File: config.mk
export PLATFORM = sky130hd
export DESIGN_NAME = dds_phase_accum
export DESIGN_NICKNAME = d
export VERILOG_FILES = /design/src/rtl/dds_pkg.sv /design/src/rtl/dds_glide_ramp.sv /design/src/rtl/dds_phase_accum.sv
export SDC_FILE = /design/constraint.sdc
export NUM_CORES = 1
export LEC_CHECK = 0
export CELL_PAD_IN_SITES_DETAIL_PLACEMENT = 2
export CELL_PAD_IN_SITES_GLOBAL_PLACEMENT = 2
export CORE_MARGIN = 1.5
export CORE_UTILIZATION = 40
export CTS_CLUSTER_DIAMETER = 100
export CTS_CLUSTER_SIZE = 25
export DETAILED_ROUTE_END_ITERATION = 7
export PLACE_DENSITY = 0.89
export SLEW_MARGIN = 20
export SYNTH_ARGS = -nofsm -noshare
export SYNTH_HDL_FRONTEND = slang
export SYNTH_HIERARCHICAL = 1
export SYNTH_SLANG_ARGS = --single-unit
File: constraint.sdc
create_clock -name CLK -period 31.7 [get_ports CLK]
set_input_delay 3.17 -clock CLK [delete_from_list [all_inputs] [get_ports CLK]]
set_output_delay 3.17 -clock CLK [all_outputs]
set_load 0.02 [all_outputs]
File: src/rtl/dds_pkg.sv
// Shared constants and types for the DDS phase accumulator slice.
package dds_pkg;

    localparam int unsigned ACC_W_DEF  = 32;
    localparam int unsigned RATE_W_DEF = 4;

    typedef enum logic [1:0] {
        ST_IDLE,
        ST_RUN,
        ST_GLIDE
    } dds_state_t;

    // Galois LFSR x^16+x^14+x^13+x^11+1, right-shifting form
    localparam logic [15:0] LFSR_SEED = 16'hACE1;
    localparam logic [15:0] LFSR_TAPS = 16'hB400;

    typedef logic [RATE_W_DEF-1:0] glide_rate_t;

endpackage

File: src/rtl/dds_glide_ramp.sv
// Glide ramp: holds current/target FTW and moves current toward target by an
// exponential step (|diff|>>rate, minimum 1, clamped so it never overshoots).
module dds_glide_ramp #(
    parameter int unsigned ACC_W  = 32,
    parameter int unsigned RATE_W = 4
) (
    input  logic              CLK,
    input  logic              RESET,
    input  logic              load,
    input  logic              jump,
    input  logic              step_en,
    input  logic [ACC_W-1:0]  freq_in,
    input  logic [RATE_W-1:0] rate_in,
    output logic [ACC_W-1:0]  cur_ftw,
    output logic              done
);

    logic [ACC_W-1:0]  tgt_ftw;
    logic [RATE_W-1:0] rate_q;
    logic              up;
    logic [ACC_W-1:0]  diff;
    logic [ACC_W-1:0]  step;
    logic [ACC_W-1:0]  cur_next;

    always_comb begin
        up   = (tgt_ftw >= cur_ftw);
        diff = up ? (tgt_ftw - cur_ftw) : (cur_ftw - tgt_ftw);
        step = diff >> rate_q;
        if (step == '0) begin
            step = ACC_W'(1);
        end
        // Only reachable when diff is 0; keeps cur_ftw parked on the target
        if (step > diff) begin
            step = diff;
        end
        done     = (step == diff);
        cur_next = up ? (cur_ftw + step) : (cur_ftw - step);
    end

    always_ff @(posedge CLK or negedge RESET) begin
        if (!RESET) begin
            cur_ftw <= '0;
            tgt_ftw <= '0;
            rate_q  <= '0;
        end else if (load) begin
            tgt_ftw <= freq_in;
            rate_q  <= rate_in;
            if (jump) begin
                cur_ftw <= freq_in;
            end
        end else if (step_en) begin
            cur_ftw <= cur_next;
        end
    end

endmodule

File: src/rtl/dds_phase_accum.sv
// DDS phase-word generator with FTW handshake, glide, hard sync and wrap pulse.
// Optional output dither enabled by defining DDS_DITHER_EN.
module dds_phase_accum
    import dds_pkg::*;
#(
    parameter int unsigned ACC_W    = ACC_W_DEF,
    parameter int unsigned RATE_W   = RATE_W_DEF,
    parameter int unsigned DITHER_W = 8
) (
    input  logic              CLK,
    input  logic              RESET,
    input  logic [ACC_W-1:0]  FREQ_IN,
    input  logic              FREQ_VALID,
    output logic              FREQ_READY,
    input  logic [RATE_W-1:0] GLIDE_RATE,
    input  logic              ENABLE,
    input  logic              SYNC,
    output logic [ACC_W-1:0]  DDS,
    output logic              WRAP,
    output logic              BUSY
);

    dds_state_t       state;
    dds_state_t       state_nxt;
    logic             accept;
    logic             jump;
    logic             glide_done;
    logic [ACC_W-1:0] cur_ftw;
    logic [ACC_W-1:0] acc;
    logic [ACC_W:0]   acc_sum;
    logic [ACC_W-1:0] dither;

    assign FREQ_READY = (state != ST_GLIDE);
    assign BUSY       = (state == ST_GLIDE);
    assign accept     = FREQ_VALID & FREQ_READY;
    assign jump       = (GLIDE_RATE == '0) || (FREQ_IN == cur_ftw);

    dds_glide_ramp #(
        .ACC_W  (ACC_W),
        .RATE_W (RATE_W)
    ) u_ramp (
        .CLK     (CLK),
        .RESET   (RESET),
        .load    (accept),
        .jump    (jump),
        .step_en (state == ST_GLIDE),
        .freq_in (FREQ_IN),
        .rate_in (GLIDE_RATE),
        .cur_ftw (cur_ftw),
        .done    (glide_done)
    );

    always_ff @(posedge CLK or negedge RESET) begin
        if (!RESET) begin
            state <= ST_IDLE;
        end else begin
            state <= state_nxt;
        end
    end

    always_comb begin
        state_nxt = state;
        case (state)
            ST_IDLE, ST_RUN: begin
                if (accept && !jump) begin
                    state_nxt = ST_GLIDE;
                end else begin
                    state_nxt = ENABLE ? ST_RUN : ST_IDLE;
                end
            end
            ST_GLIDE: begin
                if (glide_done) begin
                    state_nxt = ENABLE ? ST_RUN : ST_IDLE;
                end
            end
            default: state_nxt = ST_IDLE;
        endcase
    end

`ifdef DDS_DITHER_EN
    logic [15:0] lfsr;

    always_ff @(posedge CLK or negedge RESET) begin
        if (!RESET) begin
            lfsr <= LFSR_SEED;
        end else if (ENABLE) begin
            lfsr <= {1'b0, lfsr[15:1]} ^ (lfsr[0] ? LFSR_TAPS : 16'h0000);
        end
    end

    assign dither = {{(ACC_W-DITHER_W){1'b0}}, lfsr[DITHER_W-1:0]};
`else
    assign dither = '0;
`endif

    // Sum uses cur_ftw before this edge, so a new FTW shows up one cycle later
    assign acc_sum = {1'b0, acc} + {1'b0, cur_ftw};

    always_ff @(posedge CLK or negedge RESET) begin
        if (!RESET) begin
            acc  <= '0;
            DDS  <= '0;
            WRAP <= 1'b0;
        end else if (SYNC) begin
            acc  <= '0;
            DDS  <= '0;
            WRAP <= 1'b0;
        end else if (ENABLE) begin
            acc  <= acc_sum[ACC_W-1:0];
            DDS  <= acc_sum[ACC_W-1:0] + dither;
            WRAP <= acc_sum[ACC_W];
        end else begin
            WRAP <= 1'b0;
        end
    end

endmodule

==> flow_summary.json <==
{
  "outcome": "complete, no violations",
  "drv_cap": 0,
  "ios": 76,
  "slowest_delay_ns": 0.76,
  "ys_warn_count": 6,
  "start_util_pct": 40.6,
  "grt_pass1_wl_um": 131000,
  "slowest_stage": "a211oi_1",
  "vias_per_cell": 6.98,
  "wirelength_um": 87200,
  "path_class": "reg2reg",
  "tightest_slew_ns": 1.27,
  "final_hold_viol_count": 0,
  "antenna_cells": 0,
  "drive_gt1_share_pct": 5.41,
  "rsz0062_at_grt": "false",
  "cts.sinks": 103,
  "drt-initial-drc-count": 1933,
  "avgSynthCellArea_sq_um": 7.37,
  "yosys.area.top_type": "dfrtp_1",
  "layout.nets": 2451,
  "dr.pass1.iters": 6,
  "ant_nets": 0,
  "ys_seq_area_share_pct": 15.6,
  "syn-cell-area_sq_um": 16600,
  "routabilityCongestion": 0.970,
  "hold_buffers": 0,
  "die_y_um": 207,
  "synth_ff_type": "dfrtp_1",
  "cpMostUsedCell": "a21oi_1",
  "track_usage_pct": 40.7,
  "synthTopCellsByCount": "a21oi_1 (198), nand2_1 (196), nor2_1 (193)",
  "hold_class": "reg2reg",
  "dp_hpwl_um": 68400,
  "place_ws_ns": 16.70,
  "die_w_um": 207,
  "crit_path_start_kind": "register",
  "skew_ns": 0.0208,
  "cts_root_buf": "clkbuf_16",
  "finalSetupTns_ns": 0,
  "path_max_fanout": 54,
  "grt_antenna_before_repair": 2,
  "post_synth_num_cell_types": 104,
  "period_share_pct": 48.3,
  "layout_setup_ws_ns": 16.39,
  "cts_resized": 0,
  "route.detailed.drc": 0,
  "io_buffers": 75,
  "rows": 74,
  "clkLatencyLatePin_ns": 0.39,
  "post-route-min-period_ns": 15.31,
  "finalSetupViolations": 0,
  "clk_path_buf_depth": 2,
  "synthDominantCellAreaShare_pct": 15.6,
  "fmaxAchievable_mhz": 65.3,
  "ys_ff_latch": 103,
  "yosysMostFrequentCell": "a21oi_1",
  "htreeDepth": 3,
  "hold_ws_ns": 0.509,
  "synth_edf_count": 0,
  "cts_buffers": 9,
  "required_ns": 32.00,
  "slew_headroom_pct": 14.7,
  "synth_area_leaders": "dfrtp_1 (16%), ha_1 (12%), a21oi_1 (6.0%), o21ai_0 (5.5%), xnor2_1 (5.2%)",
  "grt_pass1_vias": 20494,
  "area_growth_pct": 8.86,
  "clk_pin_slew_ns": 0.08,
  "synthCells": 2249,
  "fill_cells": 4728,
  "vias": 19467,
  "async_reset_ff_share_pct": 100,
  "cts_setup_buffers": 0,
  "core_sq_um": 40800,
  "grt_overflow_total": 0,
  "slew_violations": 0,
  "cts_tree": "yes",
  "grt_max_degree": 76,
  "synth_nets": 2449,
  "wl_per_cell_um": 31.3,
  "cp-end-kind": "register",
  "die_area_sq_um": 42700,
  "cp.arrival_ns": 15.62
}
==> worst max-delay path: cells and delay by family (launching register included) <==
kind,cells,cell delay (ns)
compound gates,37,8.92
xor+xnor,2,0.72
fa+ha+maj,3,1.32
buf+inv,4,1.29
flops,1,0.46
mux,1,0.46
simple gates,9,2.04
==> cells by family after synthesis <==
kind of cell | Yosys count | synth area share [%]
flip-flops | 103 | 15.6
adder cells (fa/ha/maj) | 160 | 12.2
XOR/XNOR | 130 | 7.01
AND/OR/NAND/NOR | 706 | 20.9
buffers and inverters | 246 | 5.97
multiplexers | 62 | 4.18
AO/OA/AOI/OAI | 842 | 34.2
==> cell type report <==
| class | instances | area (sq um) | share of cell area (%) |
|---|---|---|---|
| inverter | 130 | 488 | 2.70 |
| timing repair buffer | 107 | 988 | 5.48 |
| multi-input combinational | 1900 | 13000 | 72.3 |
| clock buffer | 12 | 256 | 1.42 |
| clock inverter | 4 | 30.0 | 0.166 |
| tap | 532 | 666 | 3.69 |
| sequential | 103 | 2580 | 14.3 |
==> per-stage QoR <==
stage	cells	cell area, sq um	util (%)
4_1_cts	2788	18000	44.1
6_report	2788	18000	44.2
3_3_place_gp	2772	17700	43.4
2_1_floorplan	2249	16600	-
5_1_grt	2788	18000	44.2
3_5_place_dp	2772	17700	43.4
==> worst paths after layout <==
| kind | startpoint | end | slack, ns | depth (start not counted) |
|---|---|---|---|---|
| max | u_ramp/cur_ftw[15]$_DFFE_PN0P_ | u_ramp/cur_ftw[30]$_DFFE_PN0P_ | 16.39 | 56 |
| min | state[1]$_DFFE_PN0P_ | state[1]$_DFFE_PN0P_ | 0.51 | 1 |
| max reg2reg | u_ramp/cur_ftw[15]$_DFFE_PN0P_ | u_ramp/cur_ftw[30]$_DFFE_PN0P_ | 16.39 | 56 |
| min reg2reg | state[1]$_DFFE_PN0P_ | state[1]$_DFFE_PN0P_ | 0.51 | 1 |
| max in group asynchronous | RESET | u_ramp/cur_ftw[24]$_DFFE_PN0P_ | 27.54 | 2 |
| min in group asynchronous | RESET | acc[2]$_DFFE_PN0P_ | 2.82 | 1 |
==> per-layer routing <==
layer	up-vias	track usage, %	part of all wire, %
met5	-	0	0.015
met4	2	17.0	4.3
met3	183	7.46	7.8
met2	895	66.5	46
met1	9992	52.6	42
li1	8395	-	-
==> cells in the final DEF, fill, tap and decap left out, types with 16 or more instances in the layout <==
| master | netlist | routed |
|---|---|---|
| a211oi_1 | 41 | 41 |
| o21bai_1 | 20 | 20 |
| nand4_1 | 42 | 42 |
| inv_1 | 125 | 125 |
| nand3_1 | 32 | 32 |
| o211ai_1 | 33 | 33 |
| o21ai_0 | 183 | 183 |
| nor2_1 | 193 | 193 |
| a21oi_1 | 198 | 197 |
| nor2b_1 | 20 | 20 |
| dfrtp_1 | 103 | 103 |
| nor3_1 | 55 | 55 |
| a31oi_1 | 29 | 29 |
| clkdlybuf4s50_1 | 0 | 74 |
| a21o_1 | 53 | 53 |
| and2_1 | 20 | 19 |
| nand2b_1 | 32 | 32 |
| xor2_1 | 29 | 28 |
| and3_1 | 17 | 17 |
| ha_1 | 155 | 155 |
| mux2i_1 | 43 | 43 |
| nor4_1 | 20 | 19 |
| o21a_1 | 31 | 31 |
| o22ai_1 | 32 | 32 |
| a211o_1 | 16 | 16 |
| nand2_1 | 196 | 196 |
| buf_4 | 1 | 33 |
| xnor2_1 | 98 | 98 |
==> sequential cells by signal, summed over array words and instances (netlist names) <==
register,flops
WRAP,1
acc,32
state,2
u_ramp/cur_ftw,32
u_ramp/rate_q,4
u_ramp/tgt_ftw,32
Power is left out: the tool's default activity adds up to more than one toggle a clock period on the data nets, which glitch-free logic cannot reach.
==> RTL edit 1: new RTL, same settings <==
The package constant `RATE_W_DEF` goes from 4 to 5.
--- a/src/rtl/dds_pkg.sv
+++ b/src/rtl/dds_pkg.sv
@@ -2,7 +2,7 @@
 package dds_pkg;
 
     localparam int unsigned ACC_W_DEF  = 32;
-    localparam int unsigned RATE_W_DEF = 4;
+    localparam int unsigned RATE_W_DEF = 5;
 
     typedef enum logic [1:0] {
         ST_IDLE,
Interface: changed (resized GLIDE_RATE); port bits go from 76 to 77. No check against the original RTL was run, so the function may have changed too.
==> RTL edit 1 against the unedited design <==
  * Global-route usage is 1.3 points higher
  * Synthesized cell count rose by 3.3%
  * Setup slack improved by 0.16 ns
  * Routed wire length is 7.4% higher
  * Synthesized area up 4.3%
  * Design area grew 4.1%
  * Sequential cell count grew 1
  * Cell count up 4.1%
  * Sequential share of layout area is 0.43 points lower
Power is left out: the tool's default activity adds up to more than one toggle a clock period on the data nets, which glitch-free logic cannot reach.
==> RTL edit 1: results (changes against the unedited design) <==
detailed_routing:
  dr_total_vias: 20260  # +4.1%
  avgRoutedWirePerCell_um: 32.25  # +3.1%
  drt_first_pass_iters: 7  # +1
  avgViaCountPerCell: 6.978  # about the same
synthesis:
  synth_fp_nets: 2518  # +2.8%
  synth_area_leaders: "dfrtp_1, ha_1, a21oi_1"
  ys_types: 123  # +18%
  ys_seq_area_frac: 0.1506  # -0.004948
  synth_seq_cells: 104  # +0.97%
setup_path:
  cp_slowest_cell: "a222oi_1"
  cp_data_arrival_time_ns: 15.41  # -0.21 ns
  r2r_start: "u_ramp/cur_ftw[26]$_DFFE_PN0P_"
  startpoint: "u_ramp/cur_ftw[26]$_DFFE_PN0P_"
  path_max_fanout: 56  # +3.7%
  critPathMaxStageDelay_ns: 0.86  # +0.10 ns
cells_and_area:
  num-multi-input-gates: 1964  # +3.4%
  nonClkBufAreaFrac: 0.05275  # -0.002038
  clock_buffers: 11  # -1
  final_nets: 2515  # +2.6%
  final_util: 0.4438  # +0.002034
  insertedDiodeCount: 1  # +1
  layout-drive-gt1-share: 0.06323  # +0.009148
  clock_area_frac: 0.01719  # +0.001302
  inverters_excl_clock: 134  # +3.1%
global_route:
  grt_pass1_wl_um: 141100  # +7.6%
  grt_pass1_vias: 21490  # +4.8%
  grt_start_max_net_pins: 73  # -3.9%
  grt_use_total: 0.4198  # +0.01293
timing:
  skew_ns: 0.01848  # -0.002295 ns
  slew_headroom: 0.2820  # +0.1348
  setup_slack_ns: 16.55  # +0.1617 ns
outcome:
  outcome: "complete, no violations"
floorplan:
  std_cell_rows: 75  # +1.4%
place:
  pre_cts_ws_ns: 17.33  # +0.6314 ns
  dp_hpwl_um: 73840  # +7.9%
  place_inst: 2886  # +4.1%
clocking:
  clkLatencyLatePin_ns: 0.41  # +0.02 ns
RTL edit 1: cell types whose count changed after synthesis, sizes merged, moves of 9 or more:
cell,change
o21ai,-13
nor2b,-9
nor2,+19
a22o,-9
or3,+10
nand2b,-11
nand3,+20
buf,+20
clkbuf,-16
xnor2,+12
nand2,+10
a21oi,+26
a211oi,-21
RTL edit 1: how the worst min path moves through the flow:
stage / depth (start not counted) / slack, ns / start / endpoint
after global placement: 1 / 0.46 / state[1]$_DFFE_PN0P_ / state[1]$_DFFE_PN0P_
final: 1 / 0.51 / state[1]$_DFFE_PN0P_ / state[1]$_DFFE_PN0P_
after floorplan: 1 / 0.45 / state[1]$_DFFE_PN0P_ / state[1]$_DFFE_PN0P_
after detailed placement: 1 / 0.50 / state[1]$_DFFE_PN0P_ / state[1]$_DFFE_PN0P_
after global routing: 1 / 0.52 / state[1]$_DFFE_PN0P_ / state[1]$_DFFE_PN0P_
after CTS: 1 / 0.51 / state[1]$_DFFE_PN0P_ / state[1]$_DFFE_PN0P_
RTL edit 1: kinds of logic after synthesis:
| kind of cell | share of synthesized area |
|---|---|
| muxes | 0.05169 |
| AOI/OAI and AO/OA | 0.3368 |
| DFF | 0.1506 |
| and+or+nand+nor | 0.2125 |
| xor gates and xnor gates | 0.07326 |
| adders and majority gates | 0.1131 |
| buffers and inverters | 0.06211 |
RTL edit 1: metal layers:
layer / up-vias / part of all wire / global-route usage
li1: 8682 / - / -
met1: 10450 / 0.42 / 0.5398
met2: 894 / 0.46 / 0.6821
met3: 230 / 0.070 / 0.06943
met4: 0 / 0.051 / 0.2049
met5: - / 0 / 0
==> RTL edit 2: new RTL, same settings <==
Without the edit above. Encoding of `dds_state_t`: now one-hot (3 bits for 3 states).
--- a/src/rtl/dds_pkg.sv
+++ b/src/rtl/dds_pkg.sv
@@ -4,10 +4,10 @@
     localparam int unsigned ACC_W_DEF  = 32;
     localparam int unsigned RATE_W_DEF = 4;
 
-    typedef enum logic [1:0] {
-        ST_IDLE,
-        ST_RUN,
-        ST_GLIDE
+    typedef enum logic [2:0] {
+        ST_IDLE  = 3'b001,
+        ST_RUN   = 3'b010,
+        ST_GLIDE = 3'b100
     } dds_state_t;
 
     // Galois LFSR x^16+x^14+x^13+x^11+1, right-shifting form
Function: no difference found for any inputs over 4 cycles, from zero or initial values and one cycle with RESET low; so few cycles prove little.
==> RTL edit 2 against the unedited design <==
  * Synthesized area up 1.8%
  * Global-route usage up 0.28 points
  * Setup slack worse by 0.55 ns
  * Synthesized cell count up 1.9%
  * Routed wire length up 3.9%
  * Design area up 1.1%
  * Sequential cell count up 1
  * Critical endpoint unchanged
Power is not shown: default switching activity piles up to over one toggle a cycle in this logic, so the estimate is an artifact.
==> RTL edit 2: results (changes against the unedited design) <==
cells_and_area:
  fillCellCount: 4862  # +2.8%
  layout-drive-gt1-share: 0.05475  # +0.0006745
  reg_top3: "acc (32), u_ramp/cur_ftw (32), u_ramp/tgt_ftw (32)"
detailed_routing:
  wl_um: 90640  # +3.9%
  avgViaCountPerCell: 7.080  # +1.4%
  drt_first_pass_iters: 6  # unchanged
  first_iter_violations: 1887  # -2.4%
clocking:
  cts_buffers: 9  # unchanged
  clk_pin_slew_ns: 0.08  # about the same
  cts_max_level: 3  # unchanged
  ctsLongestPathBuffers: 2  # unchanged
  cts_resized: 0  # unchanged
  clkLatencyLatePin_ns: 0.42  # +0.03 ns
  cts_root_buffer: "clkbuf_16"
  postCtsSetupBuffers: 0  # unchanged
global_route:
  grt_pass1_wl_um: 136500  # +4.1%
  grt_pass1_vias: 21390  # +4.4%
  grt_use_total: 0.4097  # +0.002797
  grt_antenna_before_repair: 2  # unchanged
  grt_start_max_net_pins: 99  # +30%
synthesis:
  synth_area_leaders: "dfrtp_1, ha_1, a21oi_1"
  ys_warn_count: 6  # unchanged
  synth_fp_nets: 2491  # +1.7%
  netlist_top_cells_count: "nand2_1, a21oi_1, nor2_1"
  yosysTopAreaCellShare: 0.1528  # -0.002734
  synthArstFlopShare: 1.000  # unchanged
  ys_seq_area_frac: 0.1544  # -0.001176
  ys_types: 113  # +8.7%
  synth_flop_cell: "dfrtp_1"
place:
  dp_hpwl_um: 68870  # +0.65%
  io_buffer_count: 75  # unchanged
  gp_congestion: 0.9986  # +2.9%
setup_path:
  path_max_fanout: 54  # unchanged
  cp_slowest_cell: "xor2_1"
  cp_data_arrival_time_ns: 16.19  # +0.57 ns
  critPathMaxStageDelay_ns: 0.78  # +0.02 ns
outcome:
  outcome: "complete, no violations"
timing:
  skew_ns: 0.02301  # +0.002239 ns
  setup_viol: 0  # unchanged
  tightest_slew_ns: 1.128  # -0.1391 ns
min_path:
  min_path_type: "reg2reg"
[RTL edit 2: cell types whose count changed in the layout (fill, tap and decap cells not counted), sizes merged, moves of 6 or more]
cell / change
a21o: +14
a21oi: +6
nand2: +13
nand3: +6
o21a: -6
xor2: +7
[RTL edit 2: critical path: cells and delay by family, from the launching register on]
family / cells / cell delay (ns)
AO/OA/AOI/OAI: 36 / 8.63
XOR/XNOR: 2 / 0.93
multiplexers: 1 / 0.40
flip-flops: 1 / 0.61
buffers and inverters: 4 / 1.28
adder cells (fa/ha/maj): 3 / 1.35
AND/OR/NAND/NOR: 12 / 2.49
[RTL edit 2: path summary, 6_finish.rpt]
check                      slack [ns]                           start  cells past startpoint                        endpoint
max                             15.84  u_ramp/cur_ftw[19]$_DFFE_PN0P_                     58  u_ramp/cur_ftw[30]$_DFFE_PN0P_
min                              0.55            state[1]$_DFFE_PN0P_                      1            state[2]$_DFFE_PN0P_
max reg2reg                     15.84  u_ramp/cur_ftw[19]$_DFFE_PN0P_                     58  u_ramp/cur_ftw[30]$_DFFE_PN0P_
min reg2reg                      0.55            state[1]$_DFFE_PN0P_                      1            state[2]$_DFFE_PN0P_
max in group asynchronous       27.52                           RESET                      2    u_ramp/rate_q[2]$_DFFE_PN0P_
min in group asynchronous        2.74                           RESET                      1             acc[12]$_DFFE_PN0P_
[RTL edit 2: logic make-up after synthesis]
group / share of synthesized area
xor+xnor: 0.07091
mux: 0.04102
simple gates: 0.2061
fa+ha+maj: 0.1203
buf+inv: 0.06431
compound gates: 0.3430
flops: 0.1544
[RTL edit 2: cell type report]
cell class	count	area share
sequential	104	0.1428
clock buffer	9	0.01235
clock inverter	7	0.004666
multi-input combinational	1931	0.7240
timing repair buffer	102	0.05214
antenna	2	0.0002744
tap	539	0.03698
inverter	130	0.02676
[RTL edit 2: stage by stage]
step | std cells | hold slack (ns) | cell area [um^2] | setup WS [ns]
after floorplan | 2291 | 0.4795 | 16870 | 20.66
after global placement | 2806 | 0.5028 | 17920 | 17.38
after detailed placement | 2806 | 0.5265 | 17920 | 16.52
after CTS | 2822 | 0.5453 | 18230 | 16.33
after global routing | 2822 | 0.5754 | 18230 | 15.02
final | 2824 | 0.5535 | 18240 | 15.84
[RTL edit 2: routing by layer]
layer | GRT usage | wire (um) | vias up
li1 | - | - | 8506
met1 | 0.4966 | 35730 | 10070
met2 | 0.6711 | 41940 | 1080
met3 | 0.07592 | 6925 | 340
met4 | 0.2542 | 6035 | 0
met5 | 0 | 0 | -
